$ cat src/rtl/carry_lookahead_16_pkg.sv
// Shared constants and helpers for the 16-bit two-level carry-lookahead adder.
// Width and group size are fixed; the derived group count sizes the second level.
package carry_lookahead_16_pkg;

  localparam int WIDTH      = 16;
  localparam int GROUP      = 4;
  localparam int NUM_GROUPS = WIDTH / GROUP;

  typedef logic [WIDTH-1:0]      word_t;
  typedef logic [GROUP-1:0]      nibble_t;
  typedef logic [NUM_GROUPS-1:0] grp_vec_t;

  // Lookahead carry into position k+1 of a 4-wide (p, g) vector.
  // Written as flat sum-of-products so no carry ripples through positions.
  function automatic grp_vec_t lookahead4(input grp_vec_t p,
                                          input grp_vec_t g,
                                          input logic     cin);
    grp_vec_t c;
    c[0] = g[0] | (p[0] & cin);
    c[1] = g[1] | (p[1] & g[0]) | (p[1] & p[0] & cin);
    c[2] = g[2] | (p[2] & g[1]) | (p[2] & p[1] & g[0])
         | (p[2] & p[1] & p[0] & cin);
    c[3] = g[3] | (p[3] & g[2]) | (p[3] & p[2] & g[1])
         | (p[3] & p[2] & p[1] & g[0])
         | (p[3] & p[2] & p[1] & p[0] & cin);
    return c;
  endfunction

endpackage

$ cat src/rtl/carry_lookahead_16_cla_4bit.sv
// One 4-bit lookahead group: bit carries from p/g and the group carry-in,
// plus group propagate/generate for the second-level lookahead.
module cla_4bit
  import carry_lookahead_16_pkg::*;
(
  input  logic [GROUP-1:0] a,
  input  logic [GROUP-1:0] b,
  input  logic             cin,
  output logic [GROUP-1:0] sum,
  output logic             P,
  output logic             G
);

  nibble_t p;
  nibble_t g;
  nibble_t c_out;
  nibble_t c_in;

  assign p = a ^ b;
  assign g = a & b;

  assign c_out = lookahead4(p, g, cin);
  assign c_in  = {c_out[2:0], cin};

  assign sum = p ^ c_in;

  // Group terms are independent of cin, which keeps the second level loop-free.
  assign P = &p;
  assign G = g[3] | (p[3] & g[2]) | (p[3] & p[2] & g[1])
           | (p[3] & p[2] & p[1] & g[0]);

endmodule

$ cat src/rtl/carry_lookahead_16.sv
// 16-bit adder built from four 4-bit lookahead groups and a second-level
// group-carry lookahead, with a single registered output stage.
module carry_lookahead_16
  import carry_lookahead_16_pkg::*;
(
  input  logic             clk,
  input  logic             rst,
  input  logic [WIDTH-1:0] a,
  input  logic [WIDTH-1:0] b,
  input  logic             c_0,
  output logic [WIDTH-1:0] s,
  output logic             c_16
);

  grp_vec_t grp_p;
  grp_vec_t grp_g;
  grp_vec_t grp_cout;
  grp_vec_t grp_cin;
  word_t    sum_comb;

  for (genvar k = 0; k < NUM_GROUPS; k++) begin : g_grp
    cla_4bit u_cla (
      .a   (a[k*GROUP +: GROUP]),
      .b   (b[k*GROUP +: GROUP]),
      .cin (grp_cin[k]),
      .sum (sum_comb[k*GROUP +: GROUP]),
      .P   (grp_p[k]),
      .G   (grp_g[k])
    );
  end

  // grp_cout = {c16, c12, c8, c4}, each a flat function of group P/G and c_0.
  assign grp_cout = lookahead4(grp_p, grp_g, c_0);
  assign grp_cin  = {grp_cout[2:0], c_0};

  always_ff @(posedge clk) begin
    if (rst) begin
      s    <= '0;
      c_16 <= 1'b0;
    end else begin
      s    <= sum_comb;
      c_16 <= grp_cout[3];
    end
  end

endmodule

$ cat config.mk
export PLATFORM = sky130hd
export DESIGN_NAME = carry_lookahead_16
export DESIGN_NICKNAME = d
export VERILOG_FILES = /design/src/rtl/carry_lookahead_16_pkg.sv /design/src/rtl/carry_lookahead_16_cla_4bit.sv /design/src/rtl/carry_lookahead_16.sv
export SDC_FILE = /design/constraint.sdc
export NUM_CORES = 1
export LEC_CHECK = 0
export CAP_MARGIN = 40
export CORE_ASPECT_RATIO = 1.2
export CORE_UTILIZATION = 25
export CTS_CLUSTER_SIZE = 30
export DETAILED_ROUTE_END_ITERATION = 12
export GPL_ROUTABILITY_DRIVEN = 0
export PLACE_DENSITY_LB_ADDON = 0.12
export SKIP_LAST_GASP = 1
export SYNTH_ARGS = -nofsm -noshare
export SYNTH_HDL_FRONTEND = slang
export SYNTH_HIERARCHICAL = 1
export SYNTH_SLANG_ARGS = --single-unit
$ cat constraint.sdc
create_clock -name clk -period 3.4 [get_ports clk]
set_input_delay 0.51 -clock clk [delete_from_list [all_inputs] [get_ports clk]]
set_output_delay 0.51 -clock clk [all_outputs]
set_load 0.05 [all_outputs]
**Word level (Yosys, flattened, before mapping)**

Index checks and enable logic that the tools add are counted.

- Add/subtract/negate cells: 0
- Multipliers: 0
- Div/mod/pow operators: 0
- Magnitude comparators: 0
- Equality and inequality tests: 0
- Shift operators: 0
- Muxes and demuxes: 0
- Bitwise gates (word level): 130
- Reductions and logical operators: 4

Operators with widths:

| kind | number |
|---|---|
| 1-bit AND | 72 |
| 1-bit OR | 46 |
| 4-bit bitwise XOR | 8 |
| 4-bit AND | 4 |
| 4-bit AND reduction | 4 |

- Bits in registers: 17
- Latch bits: 0
- RAM bits: 0
- Bits in read-only memories: 0
- Input port bits: 35
- Output and inout port bits: 17
- Logic and storage cells: 136
- Memories: 0

**Longest topological paths before layout**

Gate-level depths: netlist of run 1.

- Depth in word-level cells: 12
- Gate-level depth with buffers: 11
- Mapped depth without buffers: 11

**Modules after synthesis**

Netlist of run 1, hierarchy kept.

By module, submodules not included:

| module | times used | cells each | area an instance (um^2) | seq. area each (um^2) |
|---|---|---|---|---|
| cla_4bit | 4 | 21 | 170.2 | 0.0 |
| carry_lookahead_16 | 1 | 42 | 513.0 | 340.3 |

**Worst setup path after synthesis of run 1**

OpenSTA, ideal clock, no wires.

- Path type: input-to-reg
- From: input a[2]
- To: register s[12]
- Setup time: 0.057 ns
- Arrival: 2.466 ns
- Data required time: 3.343 ns
- Path slack: 0.877 ns
- Stages: 11
- Path buffers: 0
- Path through: ha_1 a21oi_1 nand2_1 a21o_1 a21o_1 a21o_1 a21o_1 inv_1 fa_1 inv_1 and2b_2

- Word-level cells in the longest chain between the ends: 9
- Elaborated cells on any way between the ends: 17
- Those cells by class: bitwise (16); reduce/logical (1)

RTL lines:

| element | RTL line | text |
|---|---|---|
| start: declaration | carry_lookahead_16.sv:8 | `input logic [WIDTH-1:0] a,` |
| 4-bit AND or 4-bit bitwise XOR (tied branches) | carry_lookahead_16_cla_4bit.sv:20, carry_lookahead_16_cla_4bit.sv:19 |  |
| 1-bit AND | - |  |
| 1-bit OR or 1-bit AND (tied branches) (2 in series) | - |  |
| 1-bit OR (*) | - |  |
| net grp_g[0] | carry_lookahead_16.sv:16 | `grp_vec_t grp_g;` |
| 1-bit AND (*) | carry_lookahead_16_pkg.sv:21 | `c[2] = g[2] \| (p[2] & g[1]) \| (p[2] & p[1] & g[0])` |
| 1-bit OR (*) | carry_lookahead_16_pkg.sv:21 |  |
| 1-bit OR (*) | carry_lookahead_16_pkg.sv:22 | `\| (p[2] & p[1] & p[0] & cin);` |
| net grp_cin[3] | carry_lookahead_16.sv:18 | `grp_vec_t grp_cin;` |
| 4-bit bitwise XOR (*) | carry_lookahead_16_cla_4bit.sv:25 | `assign sum = p ^ c_in;` |
| net sum_comb[12] | carry_lookahead_16.sv:19 | `word_t sum_comb;` |
| end signal: assignment | carry_lookahead_16.sv:41 | `s <= sum_comb;` |
| end: declaration | carry_lookahead_16.sv:11 | `output logic [WIDTH-1:0] s,` |

The timed path passes the listed nets; every way through them passes the cells marked *.
A chain may end at the register's enable or synchronous reset.

**Final worst setup path of run 1**

Same ends and word-level chain as after synthesis.

==> impl_metrics.json, run 1 <==
{
  "leakage_nw": 0.862,
  "worst_path_max_delay_cell": "clkdlybuf4s50_1",
  "dp_hpwl_um": 2130,
  "diodes": 0,
  "syn_area_per_cell_sq_um": 9.47,
  "max-vdd-ir-drop_v": 0.000121,
  "fp.dieArea_sq_mm": 0.00506,
  "yosys_warnings": 6,
  "worst_ep_arrival_time_ns": 3.02,
  "path_common_cell": "a21o_1",
  "pwr-share-comb_pct": 46.9,
  "vias_per_cell": 4.35,
  "cpPeakStageDelay_ns": 0.41,
  "synth_nets": 181,
  "drc": 0,
  "worstMarginPinSlew_ns": 0.631,
  "hold_viol": 0,
  "start_util_pct": 26.0,
  "final.setup.tns_ns": 0,
  "cts_sinks": 17,
  "grt_overflow": 0,
  "swShare_pct": 35.9,
  "critPathBufInv": 3,
  "period_share_pct": 83.0,
  "whs_ns": 1.12,
  "clockBufferDepth": 2,
  "fp-row-count": 27,
  "multi_input_area_sq_um": 782,
  "clkPwrFrac_pct": 20.8,
  "cts_setup_buffers": 0,
  "seq_area_frac_synth_pct": 28.5,
  "routed_wl_um": 2490,
  "final_nets": 236,
  "worst_setup_path_end_kind": "flip-flop",
  "synth_edf_count": 0,
  "synth.distinct_cells": 17,
  "portBuffers": 51,
  "numCtsBuffers": 3,
  "slew_violations": 0,
  "grt_pass1_wl_um": 4000,
  "grt_max_degree": 19,
  "core_sq_mm": 0.00459,
  "worst-path-max-fanout": 5,
  "drive_gt1_share_pct": 10.6,
  "die_h_um": 77.7,
  "postRouteAntennaNets": 0,
  "rsz0062_at_grt": "no",
  "post-route-min-period_ns": 2.82,
  "hp-class": "in2reg",
  "setup_viol_count_final": 0,
  "max_freq_mhz": 354,
  "ys_async_sr_fraction_pct": 0,
  "ys.flop_type": "dfxtp_1",
  "power_mw": 0.724,
  "cts_root_buf": "clkbuf_8",
  "required_ns": 3.59,
  "ios": 52,
  "synth-seq-cells": 17,
  "crit_chain": "clkdlybuf4s50_1, ha_1, a21oi_1, nand2_1, a21o_1, a21o_1, a21o_1, a21o_1, inv_1, fa_1, inv_1, and2b_2",
  "tritoncts": "yes",
  "num_vias": 1036,
  "wl_per_cell_um": 10.5,
  "p_sw_mw": 0.260,
  "n_fill_cell": 484,
  "synth_area_sq_mm": 0.00119,
  "maxSlewHeadroom_pct": 57.8,
  "drtIter0Drc": 19,
  "gr-usage-all-layers_pct": 10.1,
  "area.sequential_sq_um": 340,
  "holdBufCountCts": 0,
  "synthCells": 126,
  "grt_antenna_before_repair": 0,
  "area_delta_synth_final_pct": 52.3,
  "critPathKind": "in2reg",
  "pwr_density_cell_mw_per_mm2": 398,
  "crit_path_start_kind": "input pin",
  "status": "finished, final reports clean",
  "cts_resized": 0,
  "drv_cap": 0,
  "htree_num_levels": 1,
  "sequentialPowerShare_pct": 32.3,
  "fp.dieW_um": 65.1,
  "p_int_mw": 0.464,
  "grt_pass1_vias": 1003,
  "clkTransAtPathRegs_ns": 0.07,
  "crit_family": "compound AO/OA/AOI/OAI gates",
  "firstDrtPassIters": 3
}
[through the flow]
step | instance area, sq um | worst slack, ns | cells | util, %
2_1_floorplan | 1190 | 0.877 | 126 | -
3_3_place_gp | 1770 | 0.378 | 234 | 38.6
3_5_place_dp | 1770 | 0.287 | 234 | 38.6
4_1_cts | 1820 | 0.561 | 238 | 39.6
5_1_grt | 1820 | 0.466 | 238 | 39.6
6_report | 1820 | 0.579 | 238 | 39.6
[layout make-up]
type | instances | share of cell area (%)
Multi-Input combinational cell | 90 | 43.0
Timing Repair Buffer | 51 | 28.1
Sequential cell | 17 | 18.7
Tap cell | 58 | 3.99
Inverter | 18 | 3.72
Clock buffer | 4 | 2.48
[cells in the mapped netlist (4+ instances only)]
master	n	area (sq um)
a21oi_2	4	35.0
dfxtp_1	17	340
xor2_1	4	35.0
and2b_2	8	70.1
and4_2	4	40.0
xnor2_1	8	70.1
nand4_1	4	25.0
ha_1	16	200
fa_1	4	80.1
nand3_1	8	40.0
a21oi_1	5	25.0
nand2_1	5	18.8
nor2b_1	8	50.1
inv_1	18	67.6
a21o_1	11	82.6
[worst min-delay path, cell delays in order]
cell and delay (ns):
clkdlybuf4s50_1 0.46, ha_1 0.17, xor2_1 0.07, nor2b_1 0.12
[layout by cell type (no fill, tap or decap)]
cell type        count
clkbuf_1             1
and2b_2              8
inv_1               18
nand2_1              5
a21oi_1              5
clkdlybuf4s50_1     51
xnor2_1              8
nor2b_1              8
nand4_1              4
nand3_1              8
fa_1                 4
dfxtp_1             17
a41o_1               1
a21oi_2              4
xor2_1               4
and4_2               4
a21o_1              11
ha_1                16
clkbuf_8             3
[worst paths after layout]
check             endpoint  slack (ns)  cells after the start  start
setup / recovery     s[12]        0.58                     12   a[2]
hold / removal       s[15]        1.12                      4  b[15]
[routing by layer]
layer	global-route usage, %	up-vias	part of all wire, %
met4	3.26	0	0.92
met2	19.8	29	54
met3	2.35	2	6.9
met5	0	-	0
li1	-	533	-
met1	10.1	472	38
[logic make-up (layout without fill, tap and decap cells)]
| group | Yosys count | after routing | synth area share (%) |
|---|---|---|---|
| AND/OR/NAND/NOR | 37 | 37 | 20.4 |
| AO/OA/AOI/OAI | 21 | 21 | 12.8 |
| adder cells (fa/ha/maj) | 20 | 20 | 23.5 |
| buffers and inverters | 19 | 73 | 5.97 |
| flip-flops | 17 | 17 | 28.5 |
| XOR/XNOR | 12 | 12 | 8.80 |
[power by group through the flow]
stage	registers [mW]	logic (mW)	clock network [mW]
4_1_cts	0.235	0.345	0.161
3_5_place_dp	0.239	0.344	0
3_3_place_gp	0.238	0.343	0
2_1_floorplan	0.335	0.128	0
6_report	0.234	0.339	0.151
5_1_grt	0.236	0.367	0.171
[flip-flops by register name, summed over array words and instances, names as in the netlist]
| name | flops |
|---|---|
| s | 16 |
| c_16 | 1 |
Note: power is estimated with default switching activity, not from simulation.
==> inputs of run 2 (changes only) <==
==> constraint.sdc (replaced) <==
create_clock -name clk -period 2.87 [get_ports clk]
set_input_delay 0.4305 -clock clk [delete_from_list [all_inputs] [get_ports clk]]
set_output_delay 0.4305 -clock clk [all_outputs]
set_load 0.05 [all_outputs]
==> impl_metrics.json, run 2 (synthesis results as in run 1) <==
{
  "grt_pass1_wl_um": 4190,
  "fin_area_sq_mm": 0.00185,
  "post-route-min-period_ns": 2.64,
  "final_common_cell": "clkdlybuf4s50_1",
  "p_sw_mw": 0.312,
  "postRouteAntennaNets": 0,
  "area_delta_synth_final_pct": 54.9,
  "clockBufferDepth": 2,
  "dp_cells": 238,
  "cts_sinks": 17,
  "post-route-util_pct": 40.3,
  "ios": 52,
  "p_int_mw": 0.555,
  "worst_ep_arrival_time_ns": 2.84,
  "cts_resized": 0,
  "portBuffers": 51,
  "cpPeakStageDelay_ns": 0.41,
  "holdBufCountCts": 0,
  "drv_cap": 0,
  "gr-usage-all-layers_pct": 10.3,
  "final.setup.tns_ns": 0,
  "wl_per_cell_um": 10.2,
  "htree_num_levels": 1,
  "tritoncts": "yes",
  "firstDrtPassIters": 5,
  "regMostFlops": "s",
  "final-instance-count-excl-fill": 242,
  "core_sq_mm": 0.00459,
  "grt_pass1_vias": 1032,
  "whs_ns": 1.04,
  "hp-class": "in2reg",
  "dpl_cell_area_sq_mm": 0.00180,
  "slew_violations": 0,
  "fp.dieArea_sq_mm": 0.00506,
  "drtIter0Drc": 6,
  "pwr_density_cell_mw_per_mm2": 469,
  "path_common_cell": "a21o_1",
  "critPathKind": "in2reg",
  "reg_top3": "s x16, c_16 x1",
  "final_nets": 240,
  "max-vdd-ir-drop_v": 0.000129,
  "status": "finished, final reports clean",
  "startpoint": "a[2]",
  "numCtsBuffers": 3,
  "clkTransAtPathRegs_ns": 0.07,
  "routed_wl_um": 2480,
  "swShare_pct": 35.9,
  "worstMarginPinSlew_ns": 0.592,
  "worst-path-max-fanout": 3,
  "rsz0062_at_grt": "no",
  "leakage_nw": 0.884,
  "crit_path_end": "s[12]",
  "grt_antenna_before_repair": 0,
  "diodes": 0,
  "crit_chain": "clkdlybuf4s50_1, ha_1, a21oi_1, nand2_1, a21o_1, a21o_1, a21o_1, a21o_1, inv_1, fa_1, inv_1, and2b_2",
  "clkPwrFrac_pct": 20.4,
  "die_h_um": 77.7,
  "cts_root_buf": "clkbuf_8",
  "dp_hpwl_um": 2120,
  "worst_setup_path_end_kind": "flip-flop",
  "period_share_pct": 92.1,
  "hold_viol": 0,
  "crit_path_start_kind": "input pin",
  "largest_register_ffs": 16,
  "vias_per_cell": 4.30,
  "cts_setup_buffers": 0,
  "sequentialPowerShare_pct": 32.0,
  "worst_path_max_delay_cell": "clkdlybuf4s50_1",
  "min-delay-start": "b[11]",
  "fp.dieW_um": 65.1,
  "drc": 0,
  "start_util_pct": 26.0,
  "grt_max_degree": 19,
  "mostFrequentLayoutCells": "51 x clkdlybuf4s50_1, 18 x inv_1, 17 x dfxtp_1",
  "fp-row-count": 27,
  "pwr-share-comb_pct": 47.5,
  "grt_overflow": 0,
  "num_vias": 1040,
  "max_freq_mhz": 379,
  "drive_gt1_share_pct": 13.0,
  "setup_viol_count_final": 0,
  "maxSlewHeadroom_pct": 60.4,
  "required_ns": 3.07
}
## run 2: cell types whose count changed in the layout (fill, tap and decap cells not counted)
cell and delta:
buf_4 +4, clkbuf_1 -1, clkinv_2 +1
## run 2: layer usage
layer / track usage, % / share of wire [%] / vias up
li1: - / - / 540
met1: 11.8 / 42 / 469
met2: 18.3 / 51 / 29
met3: 2.35 / 6.5 / 2
met4: 3.91 / 0.93 / 0
met5: 0 / 0 / -
## run 2: power by group through the flow
| stage | Clock, mW | Combinational [mW] | Sequential [mW] |
|---|---|---|---|
| 2_1_floorplan | 0 | 0.152 | 0.397 |
| 3_3_place_gp | 0 | 0.414 | 0.283 |
| 3_5_place_dp | 0 | 0.417 | 0.283 |
| 4_1_cts | 0.189 | 0.419 | 0.278 |
| 5_1_grt | 0.200 | 0.445 | 0.281 |
| 6_report | 0.177 | 0.412 | 0.278 |
## run 2: final cells by class
class / count / area [sq um]
fill: 506 / 2750
multi-input combinational: 90 / 782
timing repair buffer: 55 / 541
sequential: 17 / 340
tap: 58 / 72.6
inverter: 18 / 67.6
clock buffer: 3 / 41.3
clock inverter: 1 / 5.00
## run 2: worst min path at each step
stage             to  cells past startpoint  slack, ns
4_1_cts        s[15]                      4       1.03
2_1_floorplan  s[15]                      1       0.50
3_3_place_gp    s[4]                      5       1.30
3_5_place_dp   s[15]                      4       1.30
6_report       s[11]                      4       1.04
5_1_grt        s[11]                      4       1.06
## run 2: per-stage QoR
step | setup slack [ns] | power, mW
after floorplan | 0.427 | 0.549
after global placement | 0.0539 | 0.697
after detailed placement | -0.0596 | 0.700
after CTS | 0.213 | 0.886
after global routing | 0.114 | 0.926
final | 0.228 | 0.867
## run 2: critical path: cells and delay by family
family	cells	cell delay, ns
AOI/OAI and AO/OA	5	0.93
adders and majority gates	2	0.74
buffers and inverters	3	0.54
and+or+nand+nor	2	0.20
==> inputs of run 3 (changes only) <==
--- a/config.mk
+++ b/config.mk
@@ -8,7 +8,6 @@
 export CAP_MARGIN = 40
 export CORE_ASPECT_RATIO = 1.2
 export CORE_UTILIZATION = 25
-export CTS_CLUSTER_SIZE = 30
 export DETAILED_ROUTE_END_ITERATION = 12
 export GPL_ROUTABILITY_DRIVEN = 0
 export PLACE_DENSITY_LB_ADDON = 0.12
==> results of run 3 <==
No change in the layout: final DEF, timing and power equal those of run 2.
